File: src/rtl/adder_tb_pkg.sv
// Shared encodings and constants for the adder stimulus pre-processor.
package adder_tb_pkg;

  typedef enum logic [1:0] {
    MODE_SWEEP  = 2'd0,
    MODE_LFSR   = 2'd1,
    MODE_CORNER = 2'd2,
    MODE_WALK   = 2'd3
  } mode_t;

  typedef enum logic [1:0] {
    ST_IDLE = 2'd0,
    ST_RUN  = 2'd1,
    ST_DONE = 2'd2
  } state_t;

  typedef struct packed {
    logic [7:0] a;
    logic [7:0] b;
    logic       ci;
  } corner_t;

  // Overflow, carry and sign-boundary cases for an 8-bit adder.
  localparam corner_t CORNER_TBL [8] = '{
    '{8'h00, 8'h00, 1'b0},
    '{8'hFF, 8'h01, 1'b0},
    '{8'h7F, 8'h01, 1'b0},
    '{8'h80, 8'h80, 1'b0},
    '{8'hFF, 8'hFF, 1'b1},
    '{8'h7F, 8'h7F, 1'b1},
    '{8'h80, 8'h7F, 1'b1},
    '{8'h55, 8'hAA, 1'b1}
  };

  // Taps 16,14,13,11 expressed as bit positions 15,13,12,10.
  localparam logic [15:0] LFSR_TAPS         = 16'hB400;
  localparam logic [15:0] LFSR_SEED_DEFAULT = 16'hACE1;

  function automatic logic [15:0] lfsr_next(input logic [15:0] l);
    return {l[14:0], ^(l & LFSR_TAPS)};
  endfunction

endpackage

File: src/rtl/adder_preproc_if.sv
// Operand vector stream. Handshake: a vector moves on every rising clk edge where
// out_valid & out_ready; while out_valid & ~out_ready the producer holds a/b/ci stable.
interface adder_preproc_if #(parameter int W = 8);
  logic         out_valid;
  logic         out_ready;
  logic [W-1:0] a_out;
  logic [W-1:0] b_out;
  logic         ci_out;

  modport master (output out_valid, a_out, b_out, ci_out, input out_ready);
  modport slave  (input out_valid, a_out, b_out, ci_out, output out_ready);
endinterface

File: src/rtl/adder_vecgen.sv
// Combinational operand generator: maps (mode, step counter, lfsr) to one vector.
module adder_vecgen
  import adder_tb_pkg::*;
#(
  parameter int W = 8
) (
  input  mode_t        mode,
  input  logic [2*W:0] g,
  input  logic [15:0]  lfsr,
  output logic [W-1:0] a,
  output logic [W-1:0] b,
  output logic         ci
);

  // Walking-one indexing assumes W is a power of two.
  localparam int LW = $clog2(W);

  corner_t ent;

  always_comb begin
    ent = CORNER_TBL[g[2:0]];
    a   = '0;
    b   = '0;
    ci  = 1'b0;
    case (mode)
      MODE_SWEEP:  {a, b, ci} = g;
      MODE_LFSR: begin
        a  = W'(lfsr[15:8]);
        b  = W'(lfsr[7:0]);
        ci = lfsr[15] ^ lfsr[0];
      end
      MODE_CORNER: begin
        a  = W'(ent.a);
        b  = W'(ent.b);
        ci = ent.ci;
      end
      MODE_WALK: begin
        a  = W'(1) << g[LW-1:0];
        b  = ~a;
        ci = g[LW];
      end
      default: ;
    endcase
  end

endmodule

File: src/rtl/adder_preproc.sv
// Stimulus sequencer: on start, streams count_n operand vectors of the chosen mode
// to the adder under test, then pulses done.
module adder_preproc
  import adder_tb_pkg::*;
#(
  parameter int          W         = 8,
  parameter int          CNT_W     = 16,
  parameter logic [15:0] LFSR_SEED = LFSR_SEED_DEFAULT
) (
  input  logic             clk,
  input  logic             rst,
  input  logic             start,
  input  logic             abort,
  input  logic [1:0]       mode,
  input  logic [CNT_W-1:0] count_n,
  adder_preproc_if.master  bus,
  output logic             busy,
  output logic             done,
  output logic [CNT_W-1:0] vec_idx,
  output state_t           dbg_state
);

  state_t           state_q, state_d;
  mode_t            mode_q;
  logic [CNT_W-1:0] count_q;
  logic [CNT_W-1:0] idx_q;
  logic [2*W:0]     g_q;
  logic [15:0]      lfsr_q;
  logic             accept;
  logic             xfer;
  logic [W-1:0]     gen_a, gen_b;
  logic             gen_ci;

  assign accept = (state_q == ST_IDLE) && start;
  assign xfer   = (state_q == ST_RUN) && bus.out_ready;

  always_comb begin
    state_d = state_q;
    case (state_q)
      ST_IDLE: if (start) state_d = (count_n == '0) ? ST_DONE : ST_RUN;
      ST_RUN: begin
        // A transfer coinciding with abort still counts; either ends the run.
        if (abort || (xfer && (idx_q + CNT_W'(1) == count_q))) state_d = ST_DONE;
      end
      ST_DONE: state_d = ST_IDLE;
      default: state_d = ST_IDLE;
    endcase
  end

  always_ff @(posedge clk or posedge rst) begin
    if (rst) begin
      state_q <= ST_IDLE;
      mode_q  <= MODE_SWEEP;
      count_q <= '0;
      idx_q   <= '0;
      g_q     <= '0;
      lfsr_q  <= LFSR_SEED;
    end else begin
      state_q <= state_d;
      if (accept) begin
        mode_q  <= mode_t'(mode);
        count_q <= count_n;
        idx_q   <= '0;
        g_q     <= '0;
        lfsr_q  <= LFSR_SEED;
      end else if (xfer) begin
        idx_q  <= idx_q + CNT_W'(1);
        g_q    <= g_q + (2*W+1)'(1);
        lfsr_q <= lfsr_next(lfsr_q);
      end
    end
  end

  adder_vecgen #(.W(W)) u_vecgen (
    .mode (mode_q),
    .g    (g_q),
    .lfsr (lfsr_q),
    .a    (gen_a),
    .b    (gen_b),
    .ci   (gen_ci)
  );

  // Operands read as zero whenever no vector is offered.
  assign bus.out_valid = (state_q == ST_RUN);
  assign bus.a_out     = bus.out_valid ? gen_a : '0;
  assign bus.b_out     = bus.out_valid ? gen_b : '0;
  assign bus.ci_out    = bus.out_valid ? gen_ci : 1'b0;

  assign busy      = (state_q == ST_RUN);
  assign done      = (state_q == ST_DONE);
  assign vec_idx   = idx_q;
  assign dbg_state = state_q;

endmodule

File: src/flat_wrapper.sv
// flat-port wrapper written by rule: the top's interface ports become plain ports
module adder_preproc_flat import adder_tb_pkg::*;
#(
  parameter int          W         = 8,
  parameter int          CNT_W     = 16,
  parameter logic [15:0] LFSR_SEED = LFSR_SEED_DEFAULT
)
  (clk, rst, start, abort, mode, count_n, busy, done, vec_idx, dbg_state, bus_out_valid, bus_a_out, bus_b_out, bus_ci_out, bus_out_ready);
  adder_preproc_if #(.W(W)) bus_i ();
  input  logic clk;
  input  logic rst;
  input  logic start;
  input  logic abort;
  input  logic [1:0] mode;
  input  logic [CNT_W-1:0] count_n;
  output logic busy;
  output logic done;
  output logic [CNT_W-1:0] vec_idx;
  output state_t dbg_state;
  output wire logic [$bits(bus_i.out_valid)-1:0] bus_out_valid;
  output wire logic [$bits(bus_i.a_out)-1:0] bus_a_out;
  output wire logic [$bits(bus_i.b_out)-1:0] bus_b_out;
  output wire logic [$bits(bus_i.ci_out)-1:0] bus_ci_out;
  input wire logic [$bits(bus_i.out_ready)-1:0] bus_out_ready;
  assign bus_out_valid = bus_i.out_valid;
  assign bus_a_out = bus_i.a_out;
  assign bus_b_out = bus_i.b_out;
  assign bus_ci_out = bus_i.ci_out;
  assign bus_i.out_ready = bus_out_ready;
  adder_preproc #(.W(W), .CNT_W(CNT_W), .LFSR_SEED(LFSR_SEED)) u_core (.clk(clk), .rst(rst), .start(start), .abort(abort), .mode(mode), .count_n(count_n), .bus(bus_i), .busy(busy), .done(done), .vec_idx(vec_idx), .dbg_state(dbg_state));
endmodule
File: config.mk
export PLATFORM = sky130hd
export DESIGN_NAME = adder_preproc_flat
export DESIGN_NICKNAME = d
export VERILOG_FILES = /design/src/rtl/adder_tb_pkg.sv /design/src/rtl/adder_preproc_if.sv /design/src/rtl/adder_vecgen.sv /design/src/rtl/adder_preproc.sv /design/src/flat_wrapper.sv
export SDC_FILE = /design/constraint.sdc
export NUM_CORES = 1
export LEC_CHECK = 0
export ABC_CLOCK_PERIOD_IN_PS = 2200
export BUFFER_PORTS_ARGS = -buffer_cell sky130_fd_sc_hd__buf_2
export CAP_MARGIN = 10
export CORE_ASPECT_RATIO = 1.75
export CORE_UTILIZATION = 45
export CTS_CLUSTER_SIZE = 30
export DETAILED_ROUTE_END_ITERATION = 12
export GPL_ROUTABILITY_DRIVEN = 0
export PLACE_DENSITY = 0.68
export SKIP_LAST_GASP = 1
export SYNTH_ARGS = -nofsm -noshare
export SYNTH_HDL_FRONTEND = slang
export SYNTH_HIERARCHICAL = 1
export SYNTH_SLANG_ARGS = --single-unit
export TNS_END_PERCENT = 100
File: constraint.sdc
create_clock -name clk -period 2.2 [get_ports clk]
set_clock_uncertainty 0.05 [all_clocks]
set_input_delay 0.33 -clock clk [delete_from_list [all_inputs] [get_ports clk]]
set_output_delay 0.33 -clock clk [all_outputs]
set_load 0.05 [all_outputs]
# [After elaboration in Yosys (flattened, before gate mapping)]
# Memories as Yosys holds them, arrays and structs flattened.
# Index checks and enable logic that the tools add are counted.
[classes] n_shift=1 n_bitwise=3 n_reduce_logical=10 muxes=18 addsub=2 n_eq_ne=8 n_lt_le_gt_ge=1
[op_table] op="$mux 17" n=4
[op_table] op="$mux 16" n=4
[op_table] op="$pmux 8 s4" n=2
[op_table] op="$add 17x1->17 const B" n=1
[op_table] op="$add 16x1->16 const B" n=1
[op_table] op="$eq 16x16->1" n=1
[op_table] op="$logic_not 16->1" n=1
[op_table] op="$mux 8" n=2
[op_table] op="$reduce_xor 16->1" n=1
[op_table] op="$not 8->8" n=1
[op_table] op="$shl 1x3->8 const A" n=1
[op_table] op="$eq 2x2->1 const B" n=3
[op_table] op="$mux 2" n=3
[op_table] op="$eq 2x1->1 const B" n=2
[op_table] op="$ge 4x4->1 const B" n=1
[op_table] op="$logic_not 2->1" n=2
[op_table] op="$ne 2x2->1 const B" n=2
[op_table] op="$not 3->4" n=1
[op_table] op="$pmux 1 s4" n=1
[op_table] op="$pmux 2 s2" n=1
[op_table] op="$logic_and 1x1->1" n=3
[op_table] op="$reduce_and 2->1" n=1
[op_table] op="$reduce_bool 2->1" n=1
[op_table] op="$logic_or 1x1->1" n=1
[op_table] op="2 further kinds" n=2
[totals] n_memories=1 elab_cells=50 out_inout_bits=38 mem_bits_ro=136 register_bits=69 input_bits=23
[memory_table] memory="(no name shown)" depth=8 word_bits=17 read_ports=1 rd_ports_with_merged_regs=0 wr=0 line_no="adder_vecgen.sv:21" source="ent = CORNER_TBL[g[2:0]];"

# [Longest topological paths before layout]
[logic_depth] word_depth=6 mapped_depth=7 depth_no_buf=7

# [By module]
# The synthesis kept the hierarchy.
[modules_own_cells] module="adder_preproc" instances=1 seq_area_each_um2=1736.7 area_per_inst_um2=3607.2 cells_per_inst=397
[modules_own_cells] module="adder_vecgen" instances=1 seq_area_each_um2=0.0 area_per_inst_um2=625.6 cells_per_inst=95

# [Worst setup path after synthesis]
# Ideal clock, no wire load.
[synth_path] path_kind="flip-flop to output port" startpoint="reg u_core.state_q[0] (netlist: u_core/dbg_state[0])" endpoint="out bus_a_out[5]" arrival_ns=2.286 path_stages_with_launch=5 setup_slack_ns=-0.466 path_cell_list="dfrtp_1 nor2b_1 clkbuf_1 clkbuf_1 and2_1"
[synth_via] elab_chain_cells=2
[synth_lines] element="from (decl)" line_no="adder_preproc.sv:23" source="state_t state_q, state_d;"
[synth_lines] element="from (signal assigned)" line_no="adder_preproc.sv:59" source="state_q <= state_d;"
[synth_lines] element="$eq 2x1->1" line_no="adder_preproc.sv:84" source="assign bus.out_valid = (state_q == ST_RUN);"
[synth_lines] element="named net bus_out_valid" line_no="flat_wrapper.sv:20" source="output wire logic [$bits(bus_i.out_valid)-1:0] bus_out_valid;"
[synth_lines] element="$mux 8" line_no="adder_preproc.sv:85" source="assign bus.a_out = bus.out_valid ? gen_a : '0;"
[synth_lines] element="to (decl)" line_no="flat_wrapper.sv:21" source="output wire logic [$bits(bus_i.a_out)-1:0] bus_a_out;"
# The timed path passes the listed nets, and every way through them passes these cells.

# [Worst setup path after layout]
[layout_path] startpoint="reg u_core.g_q[0]" endpoint="out bus_a_out[4]"
[layout_via] elab_chain_cells=6 elab_cells_between_ends=7 classes_between="shift: 1; mux: 4; bitwise: 1; memory: 1"
[layout_lines] element="from (decl)" line_no="adder_preproc.sv:27" source="logic [2*W:0] g_q;"
[layout_lines] element="from (signal assigned)" line_no="adder_preproc.sv:68" source="g_q <= g_q + (2*W+1)'(1);"
[layout_lines] element="$not 3->4 (implied by the code)" line_no="adder_vecgen.sv:21"
[layout_lines] element="$mem_v2 8x17"
[layout_lines] element="$mux 17 (implied by the code) (2 in a row)" line_no="adder_vecgen.sv:21"
[layout_lines] element="$pmux 8 s4 *" line_no="adder_vecgen.sv:25" source="case (mode)"
[layout_lines] element="named net u_core.gen_a[4]" line_no="adder_preproc.sv:31" source="logic [W-1:0] gen_a, gen_b;"
[layout_lines] element="$mux 8 *" line_no="adder_preproc.sv:85"
# The timed path passes the listed nets; every way through them passes the cells marked *. The select of a mux whose other input is x is not followed.

==> results.cfg <==
[finish]
drive_above_1_share = 0.299
finalNetCount = 602
fillers = 832
synthToLayoutAreaGrowth_pct = 27.3
final_common_cell = nand2_1
layout_common_cells = 104 x nand2_1, 48 x dfrtp_1, 43 x buf_2
num_antenna_cells = 0

[setup_path]
criticalPathCategory = register to primary output
critical_path_required_ps = 1820
cp_max_fo = 4
cpPeakStageDelay_ps = 410
crit_buf_inv = 2
critPathLaunchType = register
ff2ff_path_depth = 7
slowest_stage = dfrtp_1
worst_path_dominant_cell_family = compound AO/OA/AOI/OAI gates
end_kind = primary output
cp.depth = 7
crit_chain = inv_2 > ha_4 > o21a_1 > a21oi_2 > a22oi_1 > and2_1 > buf_6
cp.arrival_ps = 1910

[clock_network]
cts-hold-fix-buffers = 0
path_clk_slew_ps = 50
worstSkewPairLatency_ps = 320
clock_path_buffers = 2
h-tree-depth = 3
numCtsBuffers = 9
numClockSinks = 69
cts_tree = built
cts_root_buf = clkbuf_16

[floorplanning]
rows = 46
start_util = 0.465
dieArea_um2 = 9810
coreArea_um2 = 9090
ios = 61
die_h_um = 130
die_x_um = 75.3

[sta]
rsz0062_at_grt = true
finalCritPeriodShare = 1.04
fin_ws_ps = -87.6
relSlewSlack = 0.589
hold_violations = 23
holdWs_ps = -7.32
finalCriticalPeriod_ps = 2290
tightest_slew_ps = 616
fmax_mhz = 437
finalMaxSlewViolations = 0
setup_viol = 12

[detailed_routing]
antenna_left = 0
viasPerCell = 5.65
finalWirelength_um = 12000
dr.pass1.iters = 6
drc = 0
vias = 3934
wl_per_cell_um = 17.2
drt_iter0_drc = 231

[hold_path]
hp-class = input port to asynchronous set/reset pin

[yosys]
synth_edf_count = 0
yosysWarningCount = 6
synth_flop_cell = dfrtp_1
synthTopCellsByArea = dfrtp_1 36%, nand2_1 9.3%, dfstp_2 5.0%, xor2_1 4.3%, o21ai_0 4.0%
synthArstFlopShare = 1.00
synth_nets = 523
ys_ff_latch = 69
synth_top_cell_by_area = dfrtp_1
synth-seq-area-share = 0.410
synth.distinct_cells = 59
synth_top_area_share = 0.361
synth.avg_cell_area_um2 = 8.60
netlist_area_um2 = 4230
netlist_instances = 492

[placed_design]
port_buffers = 60
hpwl_um = 8310

[grt]
grt_max_degree = 47
antenna_found_initial = 0
grt_pass1_wl_um = 18900
grt_pass1_vias = 3910
grt_overflow = 0
track_usage = 0.258

[outcome]
status = complete, but fails checks
violations = negative hold slack, negative setup slack

[power]
peakVddDrop_v = 0.000716
finalPower_mw = 6.68
power.density_nw_per_um2 = 1240
p_leak_nw = 2.43

[job]
maxCapViolations = 0
## synth_stat cells, drive strengths merged (5+ instances only)
cell and instances:
a22o 11, xor2 21, nand3 15, and2 19
nor2 30, xnor2 19, o21ai 36, nand2 105
ha 8, dfrtp 61, nand4 13, clkbuf 16
o22a 5, inv 11, nor3 7, and3 5
nor4 9, buf 13, a22oi 5, a21oi 28
dfstp 8, o31ai 5
## worst register-to-register path: cells and delay by family, from the launching register on
kind / cells / cell delay [ps]
buffers and inverters: 1 / 180
xor gates and xnor gates: 1 / 140
DFF: 1 / 510
AOI/OAI and AO/OA: 1 / 100
and+or+nand+nor: 4 / 1010
## layout make-up
class                      instances  area [um^2]  share of cell area
timing repair buffer              97          722               0.134
inverter                          11         41.3             0.00767
tap                              120          150              0.0279
clock buffer                      11          233              0.0432
clock inverter                     5         75.1              0.0139
sequential                        69         1750               0.325
multi-input combinational        383         2410               0.448
## kinds of logic after synthesis
group                      count (synthesis)  synth area share
adders and majority gates                  8            0.0236
buffers and inverters                     40            0.0452
AOI/OAI and AO/OA                        108             0.164
DFF                                       69             0.410
muxes                                      3           0.00739
and+or+nand+nor                          224             0.266
xor gates and xnor gates                  40            0.0828
## layer usage
layer,GRT usage,wire length (um),part of all wire,up-vias
met5,0,0,0,-
met4,0.154,438,0.037,0
met3,0.0402,533,0.045,32
met2,0.457,6450,0.54,158
met1,0.279,4560,0.38,1863
li1,-,-,-,1881
## per-stage QoR
| stage | instance area (um^2) | setup WS, ps | cells | setup TNS [ps] | utilization |
|---|---|---|---|---|---|
| 2_1_floorplan | 4260 | -57.6 | 492 | -633 | - |
| 3_3_place_gp | 4790 | 68.7 | 668 | 0 | 0.526 |
| 3_5_place_dp | 4790 | 47.8 | 668 | 0 | 0.526 |
| 4_1_cts | 5270 | -46.2 | 689 | -145 | 0.579 |
| 5_1_grt | 5390 | -187 | 696 | -1690 | 0.592 |
| 6_report | 5390 | -87.6 | 696 | -489 | 0.592 |
## registers in the layout (all words and copies together), names as in the netlist
name	flops
u_core/g_q	17
u_core/lfsr_q	16
u_core/mode_q	2
u_core/dbg_state	2
u_core/count_q	16
u_core/vec_idx	16
## timing repair
action / CTS / global route
gates resized for setup: 39 / 19
buffers inserted: 5 / 7
endpoints found under the setup margin: 16 / 19
pin swaps: 11 / 6
## path summary, 6_finish.rpt
kind / from / to / slack, ps
setup / recovery: u_core/g_q[0] / bus_a_out[4] / -90
max in group asynchronous: rst / u_core/lfsr_q[11] / 1430
hold / removal: rst / u_core/g_q[3] / -7
hold reg to reg: u_core/count_q[15] / u_core/count_q[15] / 440
min in group clk: mode[1] / u_core/mode_q[1] / 160
setup reg to reg: u_core/vec_idx[8] / u_core/dbg_state[0] / 90
## report_power, final
part           switching [mW]  internal (mW)
logic                    1.87           1.30
clock network           0.511          0.986
registers               0.370           1.63
No activity file was read; power rests on OpenSTA's default activity.
